File: config.mk
export PLATFORM = sky130hd
export DESIGN_NAME = weight_loader
export DESIGN_NICKNAME = d
export VERILOG_FILES = /design/src/rtl/weight_loader.sv
export SDC_FILE = /design/constraint.sdc
export NUM_CORES = 1
export LEC_CHECK = 0
export BUFFER_PORTS_ARGS = -buffer_cell sky130_fd_sc_hd__buf_2
export CELL_PAD_IN_SITES_DETAIL_PLACEMENT = 0
export CELL_PAD_IN_SITES_GLOBAL_PLACEMENT = 2
export CORE_ASPECT_RATIO = 1.25
export CORE_UTILIZATION = 30
export DETAILED_ROUTE_END_ITERATION = 10
export GPL_ROUTABILITY_DRIVEN = 1
export PLACE_DENSITY_LB_ADDON = 0.1
export SYNTH_ARGS = -nofsm -noshare
export SYNTH_HDL_FRONTEND = slang
export SYNTH_SLANG_ARGS = --single-unit
File: constraint.sdc
create_clock -name clk -period 3.3 [get_ports clk]
set_input_delay 0.165 -clock clk [delete_from_list [all_inputs] [get_ports clk]]
set_output_delay 0.165 -clock clk [all_outputs]
set_load 0.02 [all_outputs]
File: src/rtl/weight_loader.sv
// rtl/weight_loader.sv - streams kernel weight words from an upstream source into weight memory
//
// Purpose: accepts num_kernels * KERNEL_SIZE^2 weight words over a valid/ready
// handshake and writes each one to consecutive weight-memory addresses,
// starting at address 0, one cycle after it is accepted.
//
// Ports:
//   clk          clock, all state changes on the rising edge
//   reset        asynchronous active-low reset
//   start        load request, honoured in IDLE and DONE
//   abort        synchronous cancel, wins over start
//   num_kernels  kernel count, latched when start is accepted
//   s_valid      upstream word valid
//   s_data       upstream weight word
//   s_ready      loader accepts a word this cycle
//   mem_we       weight-memory write strobe
//   mem_addr     weight-memory write address
//   mem_din      weight-memory write data
//   kernel_done  pulse with the write of each kernel's last element
//   load_done    level while all requested kernels are written
//   overflow     sticky, write address wrapped during this load
module weight_loader #(
    parameter int KERNEL_SIZE           = 3,
    parameter int ROM_ADDRESS_DATAWIDTH = 12,
    parameter int NUMBER_DATAWIDTH      = 16
) (
    input  logic                             clk,
    input  logic                             reset,
    input  logic                             start,
    input  logic                             abort,
    input  logic [ROM_ADDRESS_DATAWIDTH-1:0] num_kernels,
    input  logic                             s_valid,
    input  logic [NUMBER_DATAWIDTH-1:0]      s_data,
    output logic                             s_ready,
    output logic                             mem_we,
    output logic [ROM_ADDRESS_DATAWIDTH-1:0] mem_addr,
    output logic [NUMBER_DATAWIDTH-1:0]      mem_din,
    output logic                             kernel_done,
    output logic                             load_done,
    output logic                             overflow
);

    localparam int KK = KERNEL_SIZE * KERNEL_SIZE;
    localparam int EW = $clog2(KK + 1);
    localparam logic [EW-1:0] ELEM_LAST = EW'(KK - 1);

    typedef enum logic [1:0] {IDLE, LOAD, DONE} state_t;

    state_t                             state_q, state_d;
    logic [ROM_ADDRESS_DATAWIDTH-1:0]   wptr_q;
    logic [ROM_ADDRESS_DATAWIDTH-1:0]   kcnt_q;
    logic [ROM_ADDRESS_DATAWIDTH-1:0]   nk_q;
    logic [EW-1:0]                      elem_q;
    logic                               s_ready_q;
    logic                               mem_we_q;
    logic [ROM_ADDRESS_DATAWIDTH-1:0]   mem_addr_q;
    logic [NUMBER_DATAWIDTH-1:0]        mem_din_q;
    logic                               kernel_done_q;
    logic                               load_done_q;
    logic                               overflow_q;

    logic accept;
    logic start_ok;
    logic last_elem;
    logic last_kernel;
    logic first_word;

    // s_ready_q is high exactly while in LOAD, so it doubles as the state gate.
    assign accept      = s_valid && s_ready_q && !abort;
    assign start_ok    = start && !abort && (state_q != LOAD);
    assign last_elem   = (elem_q == ELEM_LAST);
    assign last_kernel = (kcnt_q == nk_q - 1'b1);
    // Counters are cleared together with the pointer, so the pointer is back at
    // zero with a non-zero count only after it has wrapped.
    assign first_word  = (elem_q == '0) && (kcnt_q == '0);

    always_comb begin
        state_d = state_q;
        if (abort) begin
            state_d = IDLE;
        end else begin
            case (state_q)
                IDLE, DONE: begin
                    if (start) begin
                        state_d = (num_kernels == '0) ? DONE : LOAD;
                    end
                end
                LOAD: begin
                    if (accept && last_elem && last_kernel) begin
                        state_d = DONE;
                    end
                end
                default: state_d = IDLE;
            endcase
        end
    end

    always_ff @(posedge clk or negedge reset) begin
        if (!reset) begin
            state_q       <= IDLE;
            wptr_q        <= '0;
            kcnt_q        <= '0;
            nk_q          <= '0;
            elem_q        <= '0;
            s_ready_q     <= 1'b0;
            mem_we_q      <= 1'b0;
            mem_addr_q    <= '0;
            mem_din_q     <= '0;
            kernel_done_q <= 1'b0;
            load_done_q   <= 1'b0;
            overflow_q    <= 1'b0;
        end else begin
            state_q       <= state_d;
            s_ready_q     <= (state_d == LOAD);
            load_done_q   <= (state_d == DONE);
            mem_we_q      <= 1'b0;
            kernel_done_q <= 1'b0;
            if (abort) begin
                wptr_q     <= '0;
                kcnt_q     <= '0;
                nk_q       <= '0;
                elem_q     <= '0;
                overflow_q <= 1'b0;
            end else if (start_ok) begin
                wptr_q     <= '0;
                kcnt_q     <= '0;
                nk_q       <= num_kernels;
                elem_q     <= '0;
                overflow_q <= 1'b0;
            end else if (accept) begin
                mem_we_q   <= 1'b1;
                mem_addr_q <= wptr_q;
                mem_din_q  <= s_data;
                wptr_q     <= wptr_q + 1'b1;
                if ((wptr_q == '0) && !first_word) begin
                    overflow_q <= 1'b1;
                end
                if (last_elem) begin
                    elem_q        <= '0;
                    kcnt_q        <= kcnt_q + 1'b1;
                    kernel_done_q <= 1'b1;
                end else begin
                    elem_q <= elem_q + 1'b1;
                end
            end
        end
    end

    assign s_ready     = s_ready_q;
    assign mem_we      = mem_we_q;
    assign mem_addr    = mem_addr_q;
    assign mem_din     = mem_din_q;
    assign kernel_done = kernel_done_q;
    assign load_done   = load_done_q;
    assign overflow    = overflow_q;

endmodule

==> results_dict.tcl, run 1 <==
set metrics [dict create \
    status "finished, violations left" \
    violations "hold timing" \
    worst_pin_slew_ps 975 \
    n_antenna_cell 0 \
    drt-vias-per-instance 4.81 \
    io_buffers 65 \
    hold_buffers 0 \
    cts_setup_buffers 0 \
    synth-edff-count 0 \
    vdd_ir_drop_max_uv 226 \
    grt_pass1_vias 2798 \
    power_density_mw_per_mm2 568 \
    finalWirelength_um 8610 \
    synth_seq_cells 75 \
    vias 2687 \
    slew_viol_final 0 \
    stdcell_count 559 \
    gp_congestion 0.734 \
    path_clk_slew_ps 60 \
    fin_skew_ps 4.28 \
    grt_antenna_before_repair 0 \
    rsz0062_at_grt "no" \
    async_flop_share_pct 100 \
    die_y_um 124 \
    worstPathMaxFanout 4 \
    critical_path_class "flop to flop" \
    synth_cells 326 \
    cap_viol_max_count 0 \
    clock.fmax_mhz 370 \
    dpl.hpwl_um 6040 \
    yosysSeqAreaShare_pct 52.2 \
    grt_usage_pct 14.9 \
    core_mm2 0.0116 \
    drc_errors 0 \
    first_pass_iters 4 \
    hp-class "input port to asynchronous set/reset pin" \
    die_w_um 99.9 \
    cts_buffer_depth 2 \
    wl_per_cell_um 15.4 \
    overflow 0 \
    cp-start-kind "flop" \
    worst_ep_arrival_time_ps 2900 \
    cp-end-kind "flop" \
    avgSynthCellArea_um2 11.0 \
    start_util_pct 30.9 \
    ff2ff_setup_slack_ps 600 \
    setup_viol_count_final 0 \
    clk_latency_ps 330 \
    cts_tree "yes" \
    htree_num_levels 3 \
    leakage_nw 2.06 \
    grt_max_degree 76 \
    synth_nets 366 \
    final-hold-violation-count 23 \
    io_pins 66 \
    syn_area_mm2 0.00359 \
    grt_pass1_wl_um 14300 \
    ys_warn_count 0 \
    holdWs_ps -21.9 \
    maxSlewHeadroom_pct 35.0 \
    yosys_most_used_dff "dfrtp_1" \
    ctsResizeCount 0 \
    antenna_left 0 \
    syn2layout_area_growth_pct 23.0 \
    nNetsFinal 433 \
    drtIter0Drc 91 \
    fill_cells 1157 \
    dieArea_mm2 0.0124 \
    rows 44 \
    clkSinkCount 75 \
    setup_tns_ps 0 \
    yosysUniqueCellTypes 44 \
    post-place-cells 543 \
    finalCriticalPeriod_ps 2700 \
    tritoncts.num_buffers 9 \
    required_ps 3500 \
    finalCritPeriodShare_pct 81.9 \
    cts-root-buf "clkbuf_16" \
    drive_above_1_share_pct 30.2 \
]
[state kept, by name (all words and copies together) (netlist names)]
| signal | flops |
|---|---|
| mem_din | 16 |
| kcnt_q | 12 |
| mem_addr | 12 |
| nk_q | 12 |
| wptr_q | 12 |
| elem_q | 4 |
| state_q | 2 |
| kernel_done | 1 |
| load_done | 1 |
| mem_we | 1 |
| overflow | 1 |
| s_ready | 1 |
[metrics by stage]
step / area, um^2 / setup WS, ps / power (mW) / utilization, %
5_1_grt: 4420 / 461 / 2.63 / 38.0
3_5_place_dp: 4110 / 602 / 1.51 / 35.3
2_1_floorplan: 3590 / 848 / 1.35 / -
6_report: 4420 / 599 / 2.51 / 38.0
3_3_place_gp: 4110 / 626 / 1.51 / 35.3
4_1_cts: 4420 / 588 / 2.56 / 38.0
[layout make-up]
type                            count  area (um^2)  area share, %
Clock buffer                       10          239           5.41
Clock inverter                      6         72.6           1.64
Inverter                           10         37.5          0.850
Multi-Input combinational cell    228         1630           36.9
Sequential cell                    75         1880           42.5
Tap cell                          161          201           4.56
Timing Repair Buffer               69          358           8.10
[synth_stat cells, types with 2 or more instances]
library cell   n  area, um^2
buf_1          3        11.3
nor2_1        33         124
o21ai_0        9        45.0
a22o_1        10        87.6
a21oi_1        9        45.0
xor2_1        20         175
a32o_1         2        20.0
and4_1         2        17.5
nand3_1        7        35.0
nor4_1        11        68.8
mux2_2        29         327
nor2b_1        4        25.0
and3_1         8        50.1
inv_1         10        37.5
xnor2_1       13         114
ha_1           7        87.6
dfrtp_1       75        1880
or3_1          3        18.8
nor4b_1        2        17.5
nand2_1       22        82.6
and3b_1        2        17.5
nor3_1         7        35.0
o32ai_1        2        17.5
nand4_1        7        43.8
clkbuf_1      10        37.5
[final timing paths]
path	start	endpoint	depth (start not counted)
max in group asynchronous	reset	state_q[1]$_DFF_PN0_	1
hold / removal	reset	kcnt_q[5]$_DFFE_PN0P_	1
setup / recovery	nk_q[0]$_DFFE_PN0N_	state_q[0]$_DFF_PN0_	8
hold reg to reg	mem_addr[1]$_DFFE_PN0P_	mem_addr[1]$_DFFE_PN0P_	1
setup reg to reg	nk_q[0]$_DFFE_PN0N_	state_q[0]$_DFF_PN0_	8
min in group clk	s_data[13]	mem_din[13]$_DFFE_PN0P_	2
[placed cells by master, fill, tap and decap left out, drive strengths merged, types with 7 or more instances in the layout]
cell | netlist | final
nand4 | 7 | 7
mux2 | 29 | 29
a22o | 10 | 10
xor2 | 20 | 20
o21ai | 9 | 9
nor4 | 11 | 11
inv | 10 | 12
dfrtp | 75 | 75
nand3 | 7 | 7
nor2 | 33 | 33
ha | 7 | 7
nor3 | 7 | 7
nand2 | 22 | 22
a21oi | 9 | 9
buf | 3 | 69
and3 | 8 | 8
clkbuf | 10 | 10
xnor2 | 13 | 13
[layer usage]
metal  vias to the layer above  global-route usage, %  share of wire (%)
met4                         0                   5.54                1.3
met1                      1349                   17.3                 43
met2                        34                   26.7                 54
li1                       1298                      -                  -
met5                         -                      0                  0
met3                         6                   2.92                2.5
[cell families (layout without fill, tap and decap cells)]
group           count (synthesis)  after routing  synth area share [%]
fa+ha+maj                       7              7                  2.44
compound gates                 41             41                  8.57
buf+inv                        23             95                  2.40
xor+xnor                       33             33                  8.05
mux                            30             30                  9.37
simple gates                  117            117                  16.9
flops                          75             75                  52.2
[power by group]
part	total, mW	switching [mW]	internal [mW]
Sequential	1.06	0.0538	1.01
Clock	1.03	0.413	0.615
Combinational	0.423	0.245	0.179
[worst max-delay path, stage by stage (launching register included)]
cell,delay (ps)
dfrtp_1,410
inv_1,90
ha_1,190
or4b_2,670
nor4_1,280
a21oi_1,110
o21a_1,210
a2111oi_4,450
o32ai_1,160
(Power assumes the default switching activity.)
==> run 2, diff against run 1 <==
==> constraint.sdc (replaced) <==
create_clock -name clk -period 2.2 [get_ports clk]
set_input_delay 0.11 -clock clk [delete_from_list [all_inputs] [get_ports clk]]
set_output_delay 0.11 -clock clk [all_outputs]
set_load 0.02 [all_outputs]
==> run 2 against run 1 <==
Against the previous run:
- the run ends with setup timing left
- critical path depth down 3
- register-to-register slack got worse by 870 ps
- flip-flop and latch count unchanged
- first-iteration DRC count grew 57%
- cell area grew 6.7%
- combinational power up 70%
- total power rose by 51%
- routed wire length grew 2.9%
- non-clock buffer count grew 29
- critical path type unchanged
- largest cell class unchanged
- largest power group unchanged
- highest routed layer unchanged
==> results_dict.tcl, run 2 (synthesized netlist as in run 1, its figures left out) <==
set metrics [dict create \
    status "finished, violations left" \
    violations "setup timing" \
    power_density_mw_per_mm2 805 \
    layout_common_cells "75 x dfrtp_1, 64 x buf_2, 32 x nor2_1" \
    reg2reg_from "nk_q[0]$_DFFE_PN0N_" \
    pwr-share-clk_pct 39.2 \
    cts_tree "yes" \
    gp_congestion 0.792 \
    core_mm2 0.0116 \
    dpl.hpwl_um 6380 \
    grt_use_met1_pct 18.4 \
    max_stage_delay_ps 520 \
    path_cells "or4_4, or4_4, a311o_1, a2111oi_4, o32ai_1" \
    grt_antenna_before_repair 0 \
    cp-start-kind "flop" \
    n_antenna_cell 0 \
    drt-vias-per-instance 4.71 \
    clk_latency_ps 330 \
    combPwrFrac_pct 18.9 \
    maxSlewHeadroom_pct 64.6 \
    r2r_end "s_ready$_DFF_PN0_" \
    worst_pin_slew_ps 531 \
    grt_pass1_vias 2823 \
    vdd_ir_drop_max_uv 538 \
    nNetsFinal 462 \
    first_pass_iters 4 \
    worstPathMaxFanout 4 \
    syn2layout_area_growth_pct 31.1 \
    grt_util_met3_pct 3.48 \
    crit_family "compound AO/OA/AOI/OAI gates" \
    finalWirelength_um 8860 \
    path_clk_slew_ps 60 \
    p_int_mw 2.74 \
    rows 44 \
    rsz0062_at_grt "yes" \
    pwr-share-seq_pct 41.9 \
    drive_above_1_share_pct 32.8 \
    swShare_pct 27.6 \
    slew_viol_final 0 \
    dieArea_mm2 0.0124 \
    finalCriticalPeriod_ps 2470 \
    start_util_pct 30.9 \
    cpMaxStageDelayCell "or4_4" \
    drc_errors 0 \
    grt_pass1_wl_um 14600 \
    hp-class "input port to flop" \
    cts-root-buf "clkbuf_16" \
    critPathLaunch "nk_q[0]$_DFFE_PN0N_" \
    leakage_nw 2.21 \
    critical_path_buf_inv_count 0 \
    wl_per_cell_um 15.1 \
    setup_viol_count_final 4 \
    ff2ff_setup_slack_ps -270 \
    critical_path_class "flop to flop" \
    overflow 0 \
    cp-end-kind "flop" \
    reg2reg_depth 5 \
    largest_register_ffs 16 \
    cp.depth 5 \
    cts_buffer_depth 2 \
    layout_commonest_cell "dfrtp_1" \
    finalInstanceArea_mm2 0.00471 \
    antenna_left 0 \
    clkSinkCount 75 \
    grt_util_met2_pct 27.0 \
    finalWorstSetupSlack_ps -272 \
    p_sw_mw 1.05 \
    clock.fmax_mhz 405 \
    die_y_um 124 \
    required_ps 2390 \
    global_route.peak_usage_layer "met2" \
    cap_viol_max_count 0 \
    worst_ep_arrival_time_ps 2670 \
    fin_skew_ps 5.52 \
    holdWs_ps 12.0 \
    cpMostUsedCell "or4_4" \
    vias 2770 \
    final-hold-violation-count 0 \
    drtIter0Drc 143 \
    endpoint "s_ready$_DFF_PN0_" \
    finalCritPeriodShare_pct 112 \
    placed_area_mm2 0.00426 \
    htree_num_levels 3 \
    grt_max_degree 39 \
    grt_usage_pct 15.4 \
    io_buffers 65 \
    die_w_um 99.9 \
    tritoncts.num_buffers 9 \
    io_pins 66 \
]
## run 2: cell count changes in the layout (fill, tap and decap cells not counted), sizes merged
cell,previous run,this run
buf,69,85
clkinv,2,4
dlygate4sd3,0,13
inv,12,10
## run 2: what timing repair did
item / 4_1_cts / 5_1_grt
setup buffers: 0 / 1
gates cloned: 0 / 0
endpoints found under the setup margin: 4 / 8
hold endpoints to repair: 49 / 0
pin swaps: 0 / 6
hold buffers: 13 / 0
gates resized for setup: 1 / 2
## run 2: through the flow
step	setup WS (ps)	TNS, ps	std cells	util [%]	total power, mW
6_report	-272	-1040	588	40.6	3.79
5_1_grt	-369	-1460	588	40.6	3.98
4_1_cts	-247	-945	587	40.4	3.86
3_5_place_dp	-249	-976	558	36.7	2.32
3_3_place_gp	-199	-771	558	36.7	2.31
2_1_floorplan	-110	-406	326	-	2.03
## run 2: cell type report
type / instances / area, um^2
well taps: 161 / 201
clock buffers: 10 / 239
fillers: 1167 / 6910
repair buffers: 98 / 633
multi-input cells: 228 / 1660
clock inverters: 6 / 65.1
flip-flops and latches: 75 / 1880
inverters: 10 / 37.5
## run 2: how the worst min path moves through the flow
stage	endpoint	startpoint	slack, ps	cells after the start
floorplan	elem_q[0]$_DFFE_PN0P_	reset	-190	0
global placement	kcnt_q[4]$_DFFE_PN0P_	reset	140	1
detailed placement	kcnt_q[4]$_DFFE_PN0P_	reset	140	1
CTS	mem_din[14]$_DFFE_PN0P_	s_data[14]	1	2
global route	mem_din[11]$_DFFE_PN0P_	s_data[11]	2	2
finish	nk_q[9]$_DFFE_PN0N_	num_kernels[9]	10	2
## run 2: metal layers
metal	up-vias	wire length (um)
met1	1370	3770
met4	0	101
met2	37	4740
met5	-	0
met3	8	254
li1	1355	-
## run 2: power groups by stage
stage	clock, mW	sequential, mW	combinational (mW)
final	1.49	1.59	0.717
after floorplan	0	1.75	0.281
after CTS	1.54	1.59	0.726
after global placement	0	1.61	0.705
after global routing	1.60	1.60	0.776
after detailed placement	0	1.61	0.707
==> run 3, diff against run 2 <==
--- a/config.mk
+++ b/config.mk
@@ -12,7 +12,7 @@
 export CORE_UTILIZATION = 30
 export DETAILED_ROUTE_END_ITERATION = 10
 export GPL_ROUTABILITY_DRIVEN = 1
-export PLACE_DENSITY_LB_ADDON = 0.1
+export PLACE_DENSITY = 0.72
 export SYNTH_ARGS = -nofsm -noshare
 export SYNTH_HDL_FRONTEND = slang
 export SYNTH_SLANG_ARGS = --single-unit
==> run 3 against run 2 <==
Against the previous run:
- the run still ends with setup timing left
- worst setup slack improved by 49 ps
- flip-flop and latch count unchanged
- worst hold slack improved by 1.4 ps
==> results_dict.tcl, run 3 (synthesized netlist as in run 1, its figures left out) <==
set metrics [dict create \
    drc_errors 0 \
    rows 44 \
    power_density_mw_per_mm2 797 \
    vdd_ir_drop_max_uv 460 \
    tritoncts.num_buffers 9 \
    die_y_um 124 \
    reg2reg_depth 5 \
    cts-root-buf "clkbuf_16" \
    wl_per_cell_um 14.7 \
    worstPathMaxFanout 4 \
    htree_num_levels 3 \
    die_w_um 99.9 \
    core_mm2 0.0116 \
    hp-class "input port to flop" \
    critical_path_buf_inv_count 0 \
    worst_pin_slew_ps 506 \
    nNetsFinal 470 \
    dpl.hpwl_um 6190 \
    syn2layout_area_growth_pct 33.3 \
    dieArea_mm2 0.0124 \
    path_cells "or4_4, or4_1, a311o_1, a2111oi_4, a32o_1" \
    grt_util_met2_pct 26.7 \
    setup_tns_ps -837 \
    first_pass_iters 4 \
    cp-start-kind "flop" \
    clk_latency_ps 340 \
    io_buffers 65 \
    cts_setup_buffers 0 \
    critical_path_class "flop to flop" \
    cpMaxStageDelayCell "or4_4" \
    required_ps 2470 \
    start_util_pct 30.9 \
    pre_cts_slack_ps -245 \
    status "finished, violations left" \
    fin_skew_ps 6.25 \
    grt_use_met1_pct 17.8 \
    cp.depth 5 \
    cts_tree "yes" \
    hp-start "num_kernels[3]" \
    r2r_end "state_q[1]$_DFF_PN0_" \
    rsz0062_at_grt "yes" \
    finalCriticalPeriod_ps 2420 \
    leakage_nw 2.24 \
    worst_ep_arrival_time_ps 2700 \
    drtIter0Drc 115 \
    grt_util_met3_pct 3.65 \
    overflow 0 \
    cp-end-kind "flop" \
    drive_above_1_share_pct 32.9 \
    grt_max_degree 40 \
    finalCritPeriodShare_pct 110 \
    finalWirelength_um 8750 \
    crit_family "compound AO/OA/AOI/OAI gates" \
    gp_congestion 0.768 \
    maxSlewHeadroom_pct 66.3 \
    path_clk_slew_ps 60 \
    grt_antenna_before_repair 0 \
    grt_usage_pct 15.4 \
    vias 2847 \
    drt-vias-per-instance 4.78 \
    setup_viol_count_final 4 \
    finalWorstSetupSlack_ps -223 \
    clkSinkCount 75 \
    grt_pass1_vias 2999 \
    violations "setup timing" \
    grt_pass1_wl_um 14800 \
    largest_register_ffs 16 \
    hold_path_end "nk_q[3]$_DFFE_PN0N_" \
    layout_commonest_cell "dfrtp_1" \
    global_route.peak_usage_layer "met2" \
    cts_buffer_depth 2 \
    clock.fmax_mhz 413 \
    reg2reg_from "nk_q[1]$_DFFE_PN0N_" \
    ff2ff_setup_slack_ps -220 \
    slew_viol_final 0 \
    final-hold-violation-count 0 \
    whs_path_depth 2 \
    cap_viol_max_count 0 \
    max_stage_delay_ps 540 \
    n_antenna_cell 0 \
    io_pins 66 \
    antenna_left 0 \
    layout_common_cells "75 x dfrtp_1, 64 x buf_2, 32 x nor2_1" \
]
==> run 3: worst max-delay path by stage <==
stage,start,endpoint,slack (ps)
detailed placement,nk_q[1]$_DFFE_PN0N_,state_q[1]$_DFF_PN0_,-250
CTS,nk_q[1]$_DFFE_PN0N_,s_ready$_DFF_PN0_,-250
floorplan,nk_q[0]$_DFFE_PN0N_,load_done$_DFF_PN0_,-110
global placement,nk_q[1]$_DFFE_PN0N_,load_done$_DFF_PN0_,-190
finish,nk_q[1]$_DFFE_PN0N_,state_q[1]$_DFF_PN0_,-220
global route,nk_q[1]$_DFFE_PN0N_,state_q[1]$_DFF_PN0_,-310
==> run 3: through the flow <==
step | util (%) | hold slack [ps] | total power [mW] | area [um^2] | cells
after floorplan | - | -186 | 2.03 | 3610 | 326
after global placement | 36.7 | 113 | 2.30 | 4260 | 560
after detailed placement | 36.7 | 121 | 2.32 | 4260 | 560
after CTS | 40.9 | 0.511 | 3.86 | 4750 | 595
after global routing | 41.2 | 5.95 | 4.02 | 4790 | 596
final | 41.2 | 13.5 | 3.82 | 4790 | 596
==> run 3: layer usage <==
metal	part of all wire (%)	wire (um)	vias up
li1	-	-	1365
met1	42	3660	1419
met2	53	4640	51
met3	3.0	260	12
met4	2.2	195	0
met5	0	0	-
==> run 3: timing repair <==
action                                  in CTS  in global routing
hold buffers                                19                  1
resized for setup                            1                  6
cloned                                       0                  0
pin swaps                                    2                  5
endpoints found under the hold margin       56                  1
endpoints found under the setup margin       4                  4
==> run 3: power breakdown <==
part / internal, mW / total (mW) / switching [mW]
Combinational: 0.334 / 0.735 / 0.402
Sequential: 1.51 / 1.59 / 0.0784
Clock: 0.886 / 1.49 / 0.608
==> run 3: cell type report <==
cell class	instances	area, um^2
Clock buffer	9	225
Clock inverter	7	73.8
Fill cell	1157	6830
Inverter	10	37.5
Multi-Input combinational cell	228	1680
Sequential cell	75	1880
Tap cell	161	201
Timing Repair Buffer	106	698
